`src/rtl/equalize_hist_pkg.sv`:
```
// Shared widths, sequencer states and the LUT saturation helper for the
// histogram-equalization LUT sequencer.
package equalize_hist_pkg;

    localparam int NBINS        = 256;
    localparam int ADDR_W       = 8;
    localparam int CDF_W        = 22;
    localparam int SCALE_W      = 8;
    localparam int PROD_W       = 30;
    localparam int SHIFT_W      = 5;
    localparam int FLUSH_CYCLES = 3;

    typedef enum logic [1:0] {
        IDLE  = 2'd0,
        RUN   = 2'd1,
        FLUSH = 2'd2,
        DONE  = 2'd3
    } state_t;

    // Truncating right shift of the scaled CDF, clamped to the 8-bit LUT range.
    function automatic logic [7:0] sat_lut(input logic [PROD_W-1:0] prod,
                                           input logic [SHIFT_W-1:0] sh);
        logic [PROD_W-1:0] val;
        val = prod >> sh;
        if (val > PROD_W'(255)) begin
            sat_lut = 8'hFF;
        end else begin
            sat_lut = val[7:0];
        end
    endfunction

endpackage

```
`src/rtl/equalize_hist_lut_mul.sv`:
```
// Combinational unsigned CDF x scale multiplier; the product register lives
// in the sequencer so this maps onto a single DSP slice.
module equalize_hist_lut_mul
    import equalize_hist_pkg::*;
(
    input  logic [CDF_W-1:0]   a,
    input  logic [SCALE_W-1:0] b,
    output logic [PROD_W-1:0]  p
);

    assign p = PROD_W'(a) * PROD_W'(b);

endmodule

```
`src/rtl/equalize_hist_lut_seq.sv`:
```
// Walks a completed 256-bin histogram, accumulates the CDF, scales it and
// writes the 8-bit equalization LUT. Optionally zeroes each bin after it is read.
module equalize_hist_lut_seq
    import equalize_hist_pkg::*;
(
    input  logic               ap_clk,
    input  logic               ap_rst,
    input  logic               ap_start,
    output logic               ap_done,
    output logic               ap_idle,
    output logic               ap_ready,
    input  logic [SCALE_W-1:0] scale,
    input  logic [SHIFT_W-1:0] shift,
    input  logic               clear_en,
    output logic [ADDR_W-1:0]  hist_address0,
    output logic               hist_ce0,
    input  logic [CDF_W-1:0]   hist_q0,
    output logic [ADDR_W-1:0]  hist_address1,
    output logic               hist_ce1,
    output logic               hist_we1,
    output logic [CDF_W-1:0]   hist_d1,
    output logic [ADDR_W-1:0]  lut_address0,
    output logic               lut_ce0,
    output logic               lut_we0,
    output logic [7:0]         lut_d0
);

    state_t              state_r, state_s;
    logic                start_s;
    logic [ADDR_W-1:0]   cnt_r;
    logic [1:0]          fl_cnt_r;
    logic [SCALE_W-1:0]  scale_r;
    logic [SHIFT_W-1:0]  shift_r;
    logic                clr_en_r;
    logic                rd_ce_r;
    logic                done_r;
    logic                idle_r;

    // Pipeline: stage 1 = read data returned, stage 2 = CDF valid, stage 3 = product valid.
    logic                s1_vld_r, s2_vld_r, s3_vld_r;
    logic [ADDR_W-1:0]   s1_idx_r, s2_idx_r, s3_idx_r;
    logic                clr_ce_r;
    logic [CDF_W-1:0]    cdf_r;
    logic [PROD_W-1:0]   prod_r;
    logic [PROD_W-1:0]   mul_p_s;

    equalize_hist_lut_mul u_mul (
        .a (cdf_r),
        .b (scale_r),
        .p (mul_p_s)
    );

    // Next-state decode and start qualification.
    always_comb begin
        state_s = state_r;
        start_s = 1'b0;
        case (state_r)
            IDLE: begin
                if (ap_start) begin
                    state_s = RUN;
                    start_s = 1'b1;
                end else begin
                    state_s = IDLE;
                end
            end
            RUN: begin
                if (cnt_r == ADDR_W'(NBINS - 1)) begin
                    state_s = FLUSH;
                end else begin
                    state_s = RUN;
                end
            end
            FLUSH: begin
                if (fl_cnt_r == 2'(FLUSH_CYCLES - 1)) begin
                    state_s = DONE;
                end else begin
                    state_s = FLUSH;
                end
            end
            DONE: begin
                state_s = IDLE;
            end
            default: begin
                state_s = IDLE;
            end
        endcase
    end

    // State register.
    always_ff @(posedge ap_clk) begin
        if (ap_rst) begin
            state_r <= IDLE;
        end else begin
            state_r <= state_s;
        end
    end

    // Run parameters, bin/flush counters and registered handshake/read strobes.
    always_ff @(posedge ap_clk) begin
        if (ap_rst) begin
            cnt_r    <= '0;
            fl_cnt_r <= 2'd0;
            scale_r  <= '0;
            shift_r  <= '0;
            clr_en_r <= 1'b0;
            rd_ce_r  <= 1'b0;
            done_r   <= 1'b0;
            idle_r   <= 1'b1;
        end else begin
            if (start_s) begin
                scale_r  <= scale;
                shift_r  <= shift;
                clr_en_r <= clear_en;
            end
            if (state_r == RUN) begin
                cnt_r <= cnt_r + ADDR_W'(1);
            end else begin
                cnt_r <= '0;
            end
            if (state_r == FLUSH) begin
                fl_cnt_r <= fl_cnt_r + 2'd1;
            end else begin
                fl_cnt_r <= 2'd0;
            end
            rd_ce_r <= (state_s == RUN);
            done_r  <= (state_s == DONE);
            idle_r  <= (state_s == IDLE);
        end
    end

    // CDF accumulate, scale multiply and bin-index tags travelling with the data.
    always_ff @(posedge ap_clk) begin
        if (ap_rst) begin
            s1_vld_r <= 1'b0;
            s2_vld_r <= 1'b0;
            s3_vld_r <= 1'b0;
            s1_idx_r <= '0;
            s2_idx_r <= '0;
            s3_idx_r <= '0;
            clr_ce_r <= 1'b0;
            cdf_r    <= '0;
            prod_r   <= '0;
        end else begin
            s1_vld_r <= rd_ce_r;
            s1_idx_r <= cnt_r;
            clr_ce_r <= rd_ce_r & clr_en_r;
            if (start_s) begin
                cdf_r <= '0;
            end else if (s1_vld_r) begin
                cdf_r <= cdf_r + hist_q0;
            end
            s2_vld_r <= s1_vld_r;
            s2_idx_r <= s1_idx_r;
            if (s2_vld_r) begin
                prod_r <= mul_p_s;
            end
            s3_vld_r <= s2_vld_r;
            s3_idx_r <= s2_idx_r;
        end
    end

    assign ap_done       = done_r;
    assign ap_ready      = done_r;
    assign ap_idle       = idle_r;
    assign hist_address0 = cnt_r;
    assign hist_ce0      = rd_ce_r;
    // Clear trails the read port by one bin, so the two ports never collide.
    assign hist_address1 = s1_idx_r;
    assign hist_ce1      = clr_ce_r;
    assign hist_we1      = clr_ce_r;
    assign hist_d1       = '0;
    assign lut_address0  = s3_idx_r;
    assign lut_ce0       = s3_vld_r;
    assign lut_we0       = s3_vld_r;
    assign lut_d0        = sat_lut(prod_r, shift_r);

endmodule

```
`config.mk`:
```
export PLATFORM = sky130hd
export DESIGN_NAME = equalize_hist_lut_seq
export DESIGN_NICKNAME = d
export VERILOG_FILES = /design/src/rtl/equalize_hist_pkg.sv /design/src/rtl/equalize_hist_lut_mul.sv /design/src/rtl/equalize_hist_lut_seq.sv
export SDC_FILE = /design/constraint.sdc
export NUM_CORES = 1
export LEC_CHECK = 0
export CAP_MARGIN = 30
export CORE_ASPECT_RATIO = 0.8
export CORE_MARGIN = 2
export CORE_UTILIZATION = 54
export DETAILED_ROUTE_END_ITERATION = 16
export PLACE_DENSITY = 0.83
export SYNTH_ARGS = -nofsm -noshare
export SYNTH_HDL_FRONTEND = slang
export SYNTH_SLANG_ARGS = --single-unit
export TNS_END_PERCENT = 1
```
`constraint.sdc`:
```
create_clock -name ap_clk -period 5 [get_ports ap_clk]
set_input_delay 1 -clock ap_clk [delete_from_list [all_inputs] [get_ports ap_clk]]
set_output_delay 1 -clock ap_clk [all_outputs]
set_load 0.02 [all_outputs]
```
==> flow_summary.json <==
{
  "finalMaxSlewViolations": 0,
  "crit_fanout": 6,
  "via_per_inst": 5.75,
  "cts-htree-levels": 3,
  "cp_data_required_time_ns": 5.23,
  "clockBufferDepth": 2,
  "critPathKind": "register to register",
  "seq_area_frac_synth": 0.187,
  "post-dp-hpwl_um": 21800,
  "fin_crit_sh": 0.991,
  "skew_ns": 0.0162,
  "period_needed_ns": 4.96,
  "grt_usage": 0.260,
  "timing.setup.tns_ns": 0,
  "clk_pin_slew_ns": 0.10,
  "rsz0062_at_grt": "yes",
  "multi_input_area_sq_mm": 0.00875,
  "grt_pass1_wl_um": 48200,
  "outcome": "complete, no violations",
  "root_buffer": "clkbuf_16",
  "worstSetupStartpointType": "register",
  "cts_tree": "yes",
  "max_freq_mhz": 202,
  "yosys.area.top_type": "fa_1",
  "netlist_area_sq_mm": 0.0117,
  "endpoint_kind": "register",
  "power_density_mw_per_mm2": 158,
  "yosys_warnings": 0,
  "port_buffers": 78,
  "nNetsFinal": 1695,
  "worst_pin_slew_ns": 0.939,
  "cap_violations": 0,
  "hold_depth": 1,
  "boundaryPins": 101,
  "syn_avg_cell_area_sq_um": 8.68,
  "grt_max_degree": 84,
  "design_area_sq_mm": 0.0138,
  "met2_usage": 0.448,
  "netlist_top_cells_area": "fa_1 21%, dfxtp_1 19%, ha_1 7.8%",
  "cts_hold_buf": 0,
  "fillers": 1656,
  "wire_per_inst_um": 17.0,
  "initial_utilization": 0.546,
  "clock_latency_ns": 0.37,
  "synth_edf_count": 0,
  "regArea_sq_mm": 0.00221,
  "clkSinkCount": 109,
  "hold_viol_final": 0,
  "core_sq_mm": 0.0214,
  "grt_pass1_vias": 10137,
  "ant_nets": 0,
  "synth_cell_types": 75,
  "cts_made_buffers": 9,
  "placed_area_sq_mm": 0.0131,
  "drc_errors": 0,
  "timing.slew.headroom": 0.374,
  "syn_inst": 1347,
  "drt_iter0_markers": 889,
  "p_leak_nw": 6.27,
  "grt_overflow": 0,
  "worstRegToRegCells": 17,
  "dr.pass1.iters": 6,
  "vdd_ir_drop_max_mv": 0.176,
  "grt_use_met1": 0.336,
  "cp_data_arrival_time_ns": 5.19,
  "drive_gt1_frac": 0.127,
  "vias": 10017,
  "hold_class": "register to register",
  "die_y_um": 136,
  "antenna_found_initial": 0,
  "die_x_um": 169,
  "synthArstFlopShare": 0,
  "synth_top_area_share": 0.207,
  "num_antenna_cells": 0,
  "die_area_sq_mm": 0.0229,
  "area_growth_pct": 17.7,
  "wl_um": 29700,
  "busiest_layer": "met2",
  "use_met3": 0.0345,
  "rows": 48,
  "setup_viol": 0,
  "ys.flop_type": "dfxtp_1",
  "ys_ff_latch": 109,
  "place_congestion": 0.929
}
-- layout by cell type (no fill, tap or decap), types with 11 or more instances in the layout --
cell,netlist,routed
inv_1,162,159
nand2_1,157,157
fa_1,121,119
and2_1,115,113
dfxtp_1,109,93
buf_4,26,92
clkdlybuf4s50_1,0,77
nor2_1,76,76
ha_1,73,64
a21oi_1,64,57
mux2i_1,44,44
o21ai_0,38,31
nor2b_1,32,31
xnor2_1,26,26
nand3_1,24,23
conb_1,1,22
mux4_1,17,17
a21o_1,17,17
nor3_1,17,16
dfxtp_2,0,12
a31oi_1,11,11
xor2_1,11,11
-- final cells by class --
cell class | count | area share
Clock inverter | 7 | 0.00736
Multi-Input combinational cell | 1003 | 0.635
Inverter | 165 | 0.0450
Timing Repair Buffer | 174 | 0.110
Clock buffer | 9 | 0.0164
Tap cell | 275 | 0.0250
Sequential cell | 109 | 0.161
-- flip-flops by register name, summed over array words and instances (netlist names), 2 cells and up --
name and flops:
fl_cnt_r 2, lut_address0 8, hist_address1 8, cdf_r 22, s2_idx_r 8, scale_r 8
shift_r 5, prod_r 30, hist_address0 8, state_r 2
-- synth_stat cells (26+ instances only) --
cell type and n:
buf_4 26, ha_1 73, clkbuf_1 52, xnor2_1 26, o21ai_0 38, fa_1 121
inv_1 162, and2_1 115, a21oi_1 64, mux2i_1 44, dfxtp_1 109, nor2_1 76
nor2b_1 32, nand2_1 157
-- report_power, final --
| group | switching [mW] | internal, mW |
|---|---|---|
| sequential | 0.0294 | 0.885 |
| clock | 0.415 | 0.371 |
| combinational | 0.264 | 0.205 |
-- routing by layer --
| metal | part of all wire | vias to the layer above | routed length (um) |
|---|---|---|---|
| met5 | 0 | - | 0 |
| met4 | 0.031 | 0 | 917 |
| met3 | 0.066 | 86 | 1950 |
| met2 | 0.49 | 458 | 14500 |
| met1 | 0.41 | 4838 | 12300 |
| li1 | - | 4635 | - |
-- what timing repair did --
item                                    in CTS  in global routing
endpoints found under the setup margin      10                 14
buffers inserted                             0                  6
pin swaps                                    8                 41
gates resized for setup                     21                 56
-- cells by family after synthesis --
kind of cell	Yosys count	synth area share
compound gates	207	0.114
flops	109	0.187
buf+inv	256	0.0927
other cells	1	0.000321
fa+ha+maj	194	0.285
xor+xnor	37	0.0277
mux	73	0.0912
simple gates	470	0.203
-- final timing paths --
path / from / end / slack [ns]
worst min register to register: fl_cnt_r[0]$_SDFF_PP0_ / fl_cnt_r[0]$_SDFF_PP0_ / 0.43
worst max register to register: scale_r[2]$_SDFFE_PP0P_ / prod_r[26]$_SDFFE_PP0P_ / 0.04
worst min-delay path: fl_cnt_r[0]$_SDFF_PP0_ / fl_cnt_r[0]$_SDFF_PP0_ / 0.43
worst max-delay path: scale_r[2]$_SDFFE_PP0P_ / prod_r[26]$_SDFFE_PP0P_ / 0.04
-- per-stage QoR --
stage                     power, mW  std cells  setup slack, ns   util  hold WS, ns
after floorplan                1.22       1368           0.0757      -        0.401
after global placement         1.36       1720          -0.0150  0.612        0.408
after detailed placement       1.37       1720           -0.193  0.612        0.419
after CTS                      2.15       1736        -0.000323  0.630        0.429
after global routing           2.25       1742          -0.0997  0.642        0.457
final                          2.17       1742           0.0445  0.642        0.428
-- critical path, cell delays in order (launching register included) --
cell	delay (ns)
dfxtp_4	0.38
buf_6	0.14
and2_1	0.17
fa_1	0.55
fa_2	0.46
fa_1	0.49
inv_1	0.05
fa_1	0.54
inv_1	0.07
ha_4	0.30
nand3_2	0.10
or3_4	0.41
o21ba_4	0.21
a21oi_4	0.18
a221o_1	0.27
a41oi_2	0.16
mux2i_1	0.21
o311ai_1	0.13
(Power assumes the default switching activity.)
